**config.mk**
```make
export PLATFORM = sky130hd
export DESIGN_NAME = call_stack_flat
export DESIGN_NICKNAME = d
export VERILOG_FILES = /design/src/rtl/call_stack_pkg.sv /design/src/rtl/call_stack_if.sv /design/src/rtl/call_stack_mem.sv /design/src/rtl/call_stack.sv /design/src/flat_wrapper.sv
export SDC_FILE = /design/constraint.sdc
export NUM_CORES = 1
export LEC_CHECK = 0
export ABC_AREA = 1
export CAP_MARGIN = 20
export CORE_AREA = 2 2 154 156
export DETAILED_ROUTE_END_ITERATION = 10
export DIE_AREA = 0 0 156 158
export GPL_ROUTABILITY_DRIVEN = 0
export PLACE_DENSITY = 0.87
export SYNTH_ARGS = -nofsm -noshare
export SYNTH_HDL_FRONTEND = slang
export SYNTH_SLANG_ARGS = --single-unit
```
**constraint.sdc**
```tcl
create_clock -name clk -period 6 [get_ports clk]
set_input_delay 1.2 -clock clk [delete_from_list [all_inputs] [get_ports clk]]
set_output_delay 1.2 -clock clk [all_outputs]
set_load 0.005 [all_outputs]
```
**src/rtl/call_stack_pkg.sv**
```systemverilog
// Shared CPU datapath constants used by the return-address stack and its neighbours.
package cpu_pkg;

    localparam int ADDR_W = 19;

    localparam logic [4:0] OP_CALL = 5'b01110;
    localparam logic [4:0] OP_RET  = 5'b10001;

    // PC-mux select that routes the stack top into the program counter.
    localparam logic [1:0] JMP_SEL_STACK = 2'b11;

endpackage

```
**src/rtl/call_stack_if.sv**
```systemverilog
// Decoder-to-stack strobe/status bundle; the stack is the slave side.
interface call_stack_if #(
    parameter int DEPTH = 16
);
    localparam int PTR_W = $clog2(DEPTH);

    // push/pop are single-cycle strobes that take effect only on an edge where en=1;
    // there is no back-pressure, so errors are reported through the sticky flags instead.
    logic                      en;
    logic                      push;
    logic                      pop;
    logic [cpu_pkg::ADDR_W-1:0] pc;
    logic                      clr_err;
    logic [cpu_pkg::ADDR_W-1:0] ret_addr;
    logic                      empty;
    logic                      full;
    logic [PTR_W:0]            count;
    logic                      overflow;
    logic                      underflow;

    modport master (
        output en, push, pop, pc, clr_err,
        input  ret_addr, empty, full, count, overflow, underflow
    );

    modport slave (
        input  en, push, pop, pc, clr_err,
        output ret_addr, empty, full, count, overflow, underflow
    );

endinterface

```
**src/rtl/call_stack_mem.sv**
```systemverilog
// Return-address storage: one synchronous write port, one asynchronous read port, no reset.
module call_stack_mem #(
    parameter int DEPTH = 16,
    parameter int WIDTH = 19
) (
    input  logic                     clk,
    input  logic                     wr_en,
    input  logic [$clog2(DEPTH)-1:0] wr_addr,
    input  logic [WIDTH-1:0]         wr_data,
    input  logic [$clog2(DEPTH)-1:0] rd_addr,
    output logic [WIDTH-1:0]         rd_data
);

    logic [WIDTH-1:0] mem_q [DEPTH];

    always_ff @(posedge clk) begin
        if (wr_en) begin
            mem_q[wr_addr] <= wr_data;
        end
    end

    assign rd_data = mem_q[rd_addr];

endmodule

```
**src/rtl/call_stack.sv**
```systemverilog
// Hardware return-address stack fed by the decoder's call/return strobes.
// Define CALL_STACK_WRAP_EN to overwrite the oldest entry on push-while-full.
module call_stack
    import cpu_pkg::*;
#(
    parameter int DEPTH = 16
) (
    input  logic         clk,
    input  logic         rst_n,
    call_stack_if.slave  bus
);

    localparam int PTR_W = $clog2(DEPTH);
    localparam logic [PTR_W:0]   CNT_FULL = (PTR_W + 1)'(DEPTH);
    localparam logic [PTR_W:0]   CNT_ONE  = (PTR_W + 1)'(1);
    localparam logic [PTR_W-1:0] SP_ONE   = PTR_W'(1);

    logic [PTR_W-1:0]  sp_q, sp_d;
    logic [PTR_W:0]    count_q, count_d;
    logic              overflow_q, overflow_d;
    logic              underflow_q, underflow_d;

    logic              wr_en;
    logic [PTR_W-1:0]  wr_addr;
    logic [PTR_W-1:0]  top_addr;
    logic [ADDR_W-1:0] wr_data;
    logic [ADDR_W-1:0] rd_data;
    logic              empty;
    logic              full;

    assign empty    = (count_q == '0);
    assign full     = (count_q == CNT_FULL);
    assign top_addr = sp_q - SP_ONE;
    assign wr_data  = bus.pc + ADDR_W'(1);

    always_comb begin
        sp_d        = sp_q;
        count_d     = count_q;
        overflow_d  = bus.clr_err ? 1'b0 : overflow_q;
        underflow_d = bus.clr_err ? 1'b0 : underflow_q;
        wr_en       = 1'b0;
        wr_addr     = sp_q;
        if (bus.en) begin
            if (bus.push && bus.pop && !empty) begin
                // Simultaneous call/return replaces the top entry in place.
                wr_en   = 1'b1;
                wr_addr = top_addr;
            end else if (bus.push) begin
                if (!full) begin
                    wr_en   = 1'b1;
                    sp_d    = sp_q + SP_ONE;
                    count_d = count_q + CNT_ONE;
                end else begin
                    overflow_d = 1'b1;
`ifdef CALL_STACK_WRAP_EN
                    wr_en = 1'b1;
                    sp_d  = sp_q + SP_ONE;
`endif
                end
            end else if (bus.pop) begin
                if (!empty) begin
                    sp_d    = top_addr;
                    count_d = count_q - CNT_ONE;
                end else begin
                    underflow_d = 1'b1;
                end
            end
        end
    end

    always_ff @(posedge clk or negedge rst_n) begin
        if (!rst_n) begin
            sp_q        <= '0;
            count_q     <= '0;
            overflow_q  <= 1'b0;
            underflow_q <= 1'b0;
        end else begin
            sp_q        <= sp_d;
            count_q     <= count_d;
            overflow_q  <= overflow_d;
            underflow_q <= underflow_d;
        end
    end

    call_stack_mem #(
        .DEPTH (DEPTH),
        .WIDTH (ADDR_W)
    ) u_mem (
        .clk     (clk),
        .wr_en   (wr_en),
        .wr_addr (wr_addr),
        .wr_data (wr_data),
        .rd_addr (top_addr),
        .rd_data (rd_data)
    );

    assign bus.ret_addr  = empty ? '0 : rd_data;
    assign bus.empty     = empty;
    assign bus.full      = full;
    assign bus.count     = count_q;
    assign bus.overflow  = overflow_q;
    assign bus.underflow = underflow_q;

endmodule

```
**src/flat_wrapper.sv**
```systemverilog
// flat-port wrapper written by rule: the top's interface ports become plain ports
module call_stack_flat import cpu_pkg::*;
#(
    parameter int DEPTH = 16
)
  (clk, rst_n, bus_en, bus_push, bus_pop, bus_pc, bus_clr_err, bus_ret_addr, bus_empty, bus_full, bus_count, bus_overflow, bus_underflow);
  call_stack_if #(.DEPTH(DEPTH)) bus_i ();
  input  logic clk;
  input  logic rst_n;
  input wire logic [$bits(bus_i.en)-1:0] bus_en;
  input wire logic [$bits(bus_i.push)-1:0] bus_push;
  input wire logic [$bits(bus_i.pop)-1:0] bus_pop;
  input wire logic [$bits(bus_i.pc)-1:0] bus_pc;
  input wire logic [$bits(bus_i.clr_err)-1:0] bus_clr_err;
  output wire logic [$bits(bus_i.ret_addr)-1:0] bus_ret_addr;
  output wire logic [$bits(bus_i.empty)-1:0] bus_empty;
  output wire logic [$bits(bus_i.full)-1:0] bus_full;
  output wire logic [$bits(bus_i.count)-1:0] bus_count;
  output wire logic [$bits(bus_i.overflow)-1:0] bus_overflow;
  output wire logic [$bits(bus_i.underflow)-1:0] bus_underflow;
  assign bus_i.en = bus_en;
  assign bus_i.push = bus_push;
  assign bus_i.pop = bus_pop;
  assign bus_i.pc = bus_pc;
  assign bus_i.clr_err = bus_clr_err;
  assign bus_ret_addr = bus_i.ret_addr;
  assign bus_empty = bus_i.empty;
  assign bus_full = bus_i.full;
  assign bus_count = bus_i.count;
  assign bus_overflow = bus_i.overflow;
  assign bus_underflow = bus_i.underflow;
  call_stack #(.DEPTH(DEPTH)) u_core (.clk(clk), .rst_n(rst_n), .bus(bus_i));
endmodule
```
== Word level (Yosys, flattened, before mapping) ==
Memories as Yosys holds them, arrays and structs flattened.
Index checks and enable logic that the tools add are counted.
Operators by class
  add/subtract/negate cells: 5
  equal/unequal tests: 3
  multiplexer cells: 28
  bitwise operators: 1
  reduce and logical (&&, ||, !) cells: 6
Operator list (count)
  $mux W4: 6
  $mux W5: 4
  $add A19 B1 Y19 const B: 1
  $mux W19: 1
  $mux W1: 17
  $add A5 B1 Y5 const B: 1
  $eq A5 B5 Y1 const B: 1
  $logic_not A5 Y1: 1
  $reduce_and A5 Y1: 1
  $sub A5 B1 Y5 const B: 1
  $add A4 B1 Y4 const B: 1
  $ne A2 B2 Y1 const B: 2
  $sub A4 B1 Y4 const B: 1
  $logic_and A1 B1 Y1: 2
  $reduce_bool A2 Y1: 1
  $logic_not A1 Y1: 1
  $not A1 Y1: 1
Word-level totals
  register bits: 11
  memory bits (writable): 304
  bits of input ports: 25
  word-level logic and storage cells: 48
  memories kept: 1
Memory list
  u_core.u_mem.mem_q: depth 16, bits a word 19, read ports 1, clocked after memory_dff 0, wr ports 1, line call_stack_mem.sv:14  | logic [WIDTH-1:0] mem_q [DEPTH];

== Logic depth before layout (Yosys ltp) ==
Gate-level depths: netlist (run 1).
  depth after elaboration: 7
  mapped depth: 13
  mapped depth without buffers: 9

== Cells and area by module ==
Synthesis (run 1) repeated with hierarchy kept, for this count alone.
Second synthesis, totals
  cell total of the unflattened synthesis: 1480
  area, all modules: 14546.5 µm²
By module, submodules not included
  call_stack_mem: times used 1, cells an instance 1251, area each 13111.3 µm², seq. area each 9128.8 µm²
  call_stack: times used 1, cells an instance 229, area each 1435.1 µm², seq. area each 275.3 µm²

== Least setup slack after synthesis (run 1) ==
Ideal clock, no wire load.
  kind: input-to-reg
  from: in bus_push
  to: mem u_core.u_mem.mem_q[13][0] (enable)
  data arrival time: 2.808 ns
  required time: 5.605 ns
  path slack: 2.797 ns
  stages on the path: 8
  buffers on the path: 2
  cells stage by stage: buf_4 > nand2_2 > inv_2 > nand3_2 > buf_6 > o21ai_1 > nand2_1 > nor2_1
Between the ends
  cells in the longest elaborated chain, start to end: 6
  elaborated cells on any way between the ends: 9
  those cells by class: 7 x mux; 2 x reduce/logical
Ends and longest elaborated chain
  start, declared: line flat_wrapper.sv:11  | input wire logic [$bits(bus_i.push)-1:0] bus_push;
  $logic_and A1 B1 Y1 (2 in series): line call_stack.sv:44  | if (bus.push && bus.pop && !empty) begin
  $mux W1: line call_stack.sv:44
  $mux W1: line call_stack.sv:43  | if (bus.en) begin
  $mux W1: line call_stack_mem.sv:17  | if (wr_en) begin
  $mux W1 (implied by the code): line call_stack_mem.sv:18  | mem_q[wr_addr] <= wr_data;
  end, declared: line call_stack_mem.sv:14
Parallel ways exist; a longest one is shown, timed or not.

== Final worst setup path (run 1) ==
  from: reg u_core.sp_q[0]
  to: out bus_ret_addr[14]
Between the ends
  cells in the longest elaborated chain, start to end: 3
Ends and longest elaborated chain
  start, declared: line call_stack.sv:18  | logic [PTR_W-1:0] sp_q, sp_d;
  start signal, assigned: line call_stack.sv:78  | sp_q <= sp_d;
  $sub A4 B1 Y4: line call_stack.sv:33  | assign top_addr = sp_q - SP_ONE;
  $mem_v2 Z16 W19
  $mux W19: line call_stack.sv:97  | assign bus.ret_addr = empty ? '0 : rd_data;
  end, declared: line flat_wrapper.sv:15  | output wire logic [$bits(bus_i.ret_addr)-1:0] bus_ret_addr;
Every way passes these cells.

==> impl_metrics.ini, run 1 <==
[finish]
diodes = 0
drive_gt1_share_pct = 11.1
syn2layout_area_growth_pct = 13.2
seqCellArea_um2 = 9410
multi_input_area_um2 = 3730
fin_nets = 1292
fill_cells = 1499

[detailed_routing]
dr.pass1.iters = 6
routed_wl_mm = 33.4
antenna_left = 0
wl_per_cell_um = 21.3
vias_per_cell = 6.25
drtIter0Drc = 1404
vias = 9819
drc = 0

[die]
rows = 56
die_area_um2 = 24600
fp.dieH_um = 158
die_x_um = 156
io_pins = 53
core_area_um2 = 23100
initial_core_util_pct = 59.0

[placed_design]
io_buffer_count = 52
post-place-ws_ns = 1.22
hpwl_mm = 18.8

[yosys]
avgSynthCellArea_um2 = 11.3
synthFlopType = edfxtp_1
netlist_instances = 1203
synth.top_cells.by_count = nand2_1 (388), edfxtp_1 (304), nand3_1 (216)
syn_nets = 1235
synth_cell_types = 32
synth.most_common_cell = nand2_1
synth-edff-count = 304
ys.warnings.count = 0
synth_area_um2 = 13600
yosysSeqAreaShare_pct = 69.2
yosys.area.top_type = edfxtp_1
yosysTopAreaCellShare_pct = 67.2
ys_ff_latch = 315
synthTopCellsByArea = edfxtp_1 (67%), nand2_1 (11%), nand3_1 (8.0%), dfrtp_1 (2.0%), a21oi_1 (1.8%)
synthArstFlopShare_pct = 3.49

[clock_network]
cts_hold_buffers = 0
cts_tree = yes
cts-resized-gates = 0
root_buffer = clkbuf_16
cts_sinks = 315
postCtsSetupBuffers = 0
cts_buffer_depth = 3
htreeDepth = 1
clk_pin_slew_ns = 0.06
numCtsBuffers = 31
clock_latency_ns = 0.55

[critical_path]
crit_type = register to output port
path_delay_family = buffers and inverters
r2r_cells = 10
cp_max_fo = 76
cp_slowest_cell = dfrtp_4
critPathArrivalTime_ns = 4.25
cp_common_cell = a21oi_1
r2r_setup_slack_ns = 2.01
critical-path-max-stage-delay_ns = 0.96
crit_path_end_kind = output port
path_cells = inv_4 -> ha_2 -> inv_2 -> buf_4 -> a21oi_1 -> a21oi_2 -> a21oi_1 -> nor2_1 -> clkdlybuf4s50_1
rr_startpoint = u_core.sp_q[0]
reg2reg_to = u_core.u_mem.mem_q[11][8]
required_ns = 4.80
crit_buf_inv = 4
start_kind = register

[timing]
worst_slew_pin_slew_ns = 0.935
finalCritPeriodShare_pct = 90.8
final.setup.worst_slack_ns = 0.555
rsz0062_at_grt = no
finalMaxSlewViolations = 0
hold_violations = 0
fin_skew_ns = 0.00919
clock.fmax_mhz = 184
setup-tns-final_ns = 0
post-route-min-period_ns = 5.45
relSlewSlack_pct = 37.6
setup_viol = 0

[global_routing]
top_usage_layer = met2
grt_pass1_wl_mm = 50.7
grt_max_degree = 155
antenna_found_initial = 0
grt-ovfl-total = 0
grt_use_met2_pct = 43.9
grt_util_met3_pct = 5.80
grt_pass1_vias = 9254
groute.usage.overall_pct = 27.3
use_met1_pct = 36.0

[flow_run]
max-cap-violations = 0

[hold_path]
hp-class = register to register
min_path_cells = 2
holdPathEnd = u_core.bus.overflow
hp-start = u_core.bus.overflow

[pwr]
p_leak_nw = 5.67
total_power_w = 0.00813
ir_worst_vdd_uv = 477
p_per_area_nw_per_um2 = 528

[run_status]
status = completed
-- report_power, final --
group / total, W / switching (W) / internal, W
registers: 0.00269 / 0.000148 / 0.00254
clock network: 0.00181 / 0.000788 / 0.00102
logic: 0.00363 / 0.00233 / 0.00129
total: 0.00813 / 0.00327 / 0.00486
-- stage by stage --
| step | utilization, % | hold WS [ns] | std cells | cell area (um2) |
|---|---|---|---|---|
| CTS | 66.4 | 0.495 | 1562 | 15300 |
| floorplan | - | 0.471 | 1203 | 13600 |
| finish | 66.7 | 0.492 | 1572 | 15400 |
| global placement | 62.3 | 0.465 | 1505 | 14400 |
| global route | 66.7 | 0.525 | 1572 | 15400 |
| detailed placement | 62.4 | 0.479 | 1507 | 14400 |
-- layout by cell type, fill, tap and decap left out, types with 2 or more instances in the layout --
cell	netlist	layout
clkbuf_1	8	4
dfrtp_1	11	10
nand2_1	388	388
nor3_1	3	3
clkdlybuf4s50_1	0	52
or2_2	2	2
nor2_1	48	32
o21ai_2	5	5
clkinv_1	0	8
a21oi_2	11	11
xnor2_1	7	7
bufinv_16	0	2
inv_2	6	6
o21ai_1	5	5
nand3_1	216	216
clkbuf_16	0	31
o21ai_0	12	12
edfxtp_1	304	304
a21oi_1	48	48
nand4_1	10	10
clkinv_2	0	8
nor2_2	5	21
nand3_2	4	4
ha_1	6	5
nand2_2	4	4
buf_4	11	38
xor2_1	12	12
inv_1	22	21
-- state kept, by name, summed over array words and instances (netlist names) --
| name | cells |
|---|---|
| u_core.u_mem.mem_q | 304 |
| u_core.bus.count | 5 |
| u_core.sp_q | 4 |
| u_core.bus.overflow | 1 |
| u_core.bus.underflow | 1 |
-- worst max-delay path by stage --
stage | cells after the start | slack (ns) | startpoint | to
after floorplan | 8 | 2.80 | bus_push | u_core.u_mem.mem_q[13][0]
after global placement | 9 | 1.23 | u_core.sp_q[0] | bus_ret_addr[15]
after detailed placement | 9 | 1.22 | u_core.sp_q[0] | bus_ret_addr[14]
after CTS | 9 | 0.60 | u_core.sp_q[0] | bus_ret_addr[14]
after global routing | 9 | 0.40 | u_core.sp_q[0] | bus_ret_addr[14]
final | 9 | 0.55 | u_core.sp_q[0] | bus_ret_addr[14]
-- layout make-up --
type                       count  area share [%]
clock buffer                  35            5.14
clock inverter                20           0.951
inverter                      28           0.699
multi-input combinational    792            24.3
sequential                   315            61.1
tap                          290            2.36
timing repair buffer          92            5.44
-- worst register-to-register path, delay by kind of cell, from the launching register on --
family	cells	cell delay (ns)
adder cells (fa/ha/maj)	1	0.24
buffers and inverters	3	0.57
flip-flops	1	0.96
AND/OR/NAND/NOR	6	1.93
-- logic make-up (layout without fill, tap and decap cells) --
logic type                 Yosys count  count (layout)  synth area share (%)
and+or+nand+nor                    683             683                  21.6
DFF                                315             315                  69.2
buffers and inverters               96             175                  3.65
AOI/OAI and AO/OA                   83              83                  3.60
xor gates and xnor gates            19              19                  1.22
adders and majority gates            7               7                 0.700
-- routing by layer --
metal  part of all wire [%]  vias up
met5                      0        -
met4                    4.3        0
met3                     12      117
met2                     47      749
met1                     36     4638
li1                       -     4315
(Power assumes the default switching activity.)
==> inputs of run 2 (changes only) <==
CORE_AREA = 2 2 161 163   (was 2 2 154 156)
DIE_AREA = 0 0 163 165   (was 0 0 156 158)
PLACE_DENSITY = 0.81   (was 0.87)
TNS_END_PERCENT = 100   (was default)
==> impl_metrics.ini, run 2 (synthesis results as in run 1) <==
[finish]
final_common_cell = nand2_1
fin_nets = 1288
syn2layout_area_growth_pct = 14.4
drive_gt1_share_pct = 10.9
fill_cells = 1835
post-route-util_pct = 62.1
largest_reg_flops = 304
final_cell_mix = nand2_1 (388), edfxtp_1 (304), nand3_1 (216)
final_cells = 1610
top_register = u_core.u_mem.mem_q
diodes = 0

[clock_network]
cts_sinks = 315
root_buffer = clkbuf_16
cts_buffer_depth = 3
numCtsBuffers = 30
postCtsSetupBuffers = 0
clock_latency_ns = 0.57
cts-resized-gates = 0
clk_pin_slew_ns = 0.07
cts_hold_buffers = 0
htreeDepth = 1
cts_tree = yes

[critical_path]
path_cells = inv_4 -> ha_2 -> nand2_1 -> nand2_1 -> nand3_1 -> nand3_1 -> nand2_1 -> nor2_1 -> clkdlybuf4s50_1
critPathArrivalTime_ns = 4.00
start_kind = register
crit_start = u_core.sp_q[0]
cp_max_fo = 57
crit_type = register to output port
path_delay_family = simple AND/OR/NAND/NOR gates
cp_common_cell = nand2_1
cp_slowest_cell = nand2_1
required_ns = 4.80
crit_buf_inv = 2
critical-path-max-stage-delay_ns = 0.82
rr_startpoint = u_core.sp_q[0]
crit_path_end_kind = output port

[pwr]
comb_power_share_pct = 44.4
ir_worst_vdd_uv = 503
p_int_w = 0.00506
swShare_pct = 39.4
p_per_area_nw_per_um2 = 537
p_leak_nw = 5.70
clock_power_share_pct = 24.4
p_seq_share_pct = 31.3
p_sw_w = 0.00329

[hold_path]
hp-start = u_core.bus.overflow
hp-class = register to register

[placed_design]
hpwl_mm = 18.3
io_buffer_count = 52
dp_cells = 1548

[detailed_routing]
vias = 9579
drc = 0
drtIter0Drc = 1296
vias_per_cell = 5.95
dr.pass1.iters = 5
routed_wl_mm = 33.3
wl_per_cell_um = 20.7
antenna_left = 0

[global_routing]
grt_pass1_vias = 9313
grt_max_degree = 80
grt_pass1_wl_mm = 50.8
grt-ovfl-total = 0
groute.usage.overall_pct = 25.0
antenna_found_initial = 0

[timing]
finalMaxSlewViolations = 0
post-route-min-period_ns = 5.20
setup_viol = 0
clock.fmax_mhz = 192
fin_skew_ns = 0.0130
hold_violations = 0
setup-tns-final_ns = 0
worst_slew_pin_slew_ns = 1.19
rsz0062_at_grt = no
hold_slack_ns = 0.481
finalCritPeriodShare_pct = 86.6
relSlewSlack_pct = 20.3

[die]
core_area_um2 = 25000
fp.dieH_um = 165
die_area_um2 = 26900
initial_core_util_pct = 54.3
io_pins = 53
die_x_um = 163
rows = 58

[flow_run]
max-cap-violations = 0

[run_status]
status = completed
-- run 2: layout make-up --
class / count / area (um2) / share of cell area (%)
flip-flops and latches: 315 / 9410 / 60.5
multi-input cells: 792 / 3740 / 24.1
repair buffers: 89 / 811 / 5.22
clock buffers: 35 / 769 / 4.95
well taps: 330 / 413 / 2.66
clock inverters: 21 / 295 / 1.90
inverters: 28 / 108 / 0.692
-- run 2: worst min-delay path, cell delays in order (launching register included) --
cell and delay, ns:
dfrtp_1 0.34, nand2_1 0.06, nand2_1 0.05
-- run 2: per-layer routing --
layer | track usage [%] | up-vias | wire (um)
li1 | - | 4311 | -
met1 | 32.5 | 4520 | 12400
met2 | 41.2 | 631 | 15900
met3 | 3.89 | 117 | 3650
met4 | 12.8 | 0 | 1440
met5 | 0 | - | 0
-- run 2: power groups by stage --
stage | sequential [W] | combinational (W) | clock (W)
4_1_cts | 0.00261 | 0.00367 | 0.00204
3_5_place_dp | 0.00266 | 0.00363 | 0
6_report | 0.00261 | 0.00370 | 0.00203
2_1_floorplan | 0.00264 | 0.00235 | 0
3_3_place_gp | 0.00265 | 0.00354 | 0
5_1_grt | 0.00262 | 0.00404 | 0.00212
-- run 2: metrics by stage --
| stage | instance area [um2] | power [W] | worst slack (ns) |
|---|---|---|---|
| floorplan | 13600 | 0.00499 | 2.80 |
| global placement | 14400 | 0.00619 | 1.51 |
| detailed placement | 14400 | 0.00629 | 1.45 |
| CTS | 15500 | 0.00832 | 0.833 |
| global route | 15500 | 0.00878 | 0.626 |
| finish | 15500 | 0.00835 | 0.803 |
-- run 2: worst paths after layout --
path	slack (ns)	endpoint	depth (start not counted)
min in group asynchronous	0.98	u_core.sp_q[2]	1
setup reg to reg	1.84	u_core.u_mem.mem_q[6][13]	9
hold / removal	0.48	u_core.bus.overflow	2
hold reg to reg	0.48	u_core.bus.overflow	2
max in group asynchronous	4.61	u_core.sp_q[0]	1
setup / recovery	0.80	bus_ret_addr[3]	9
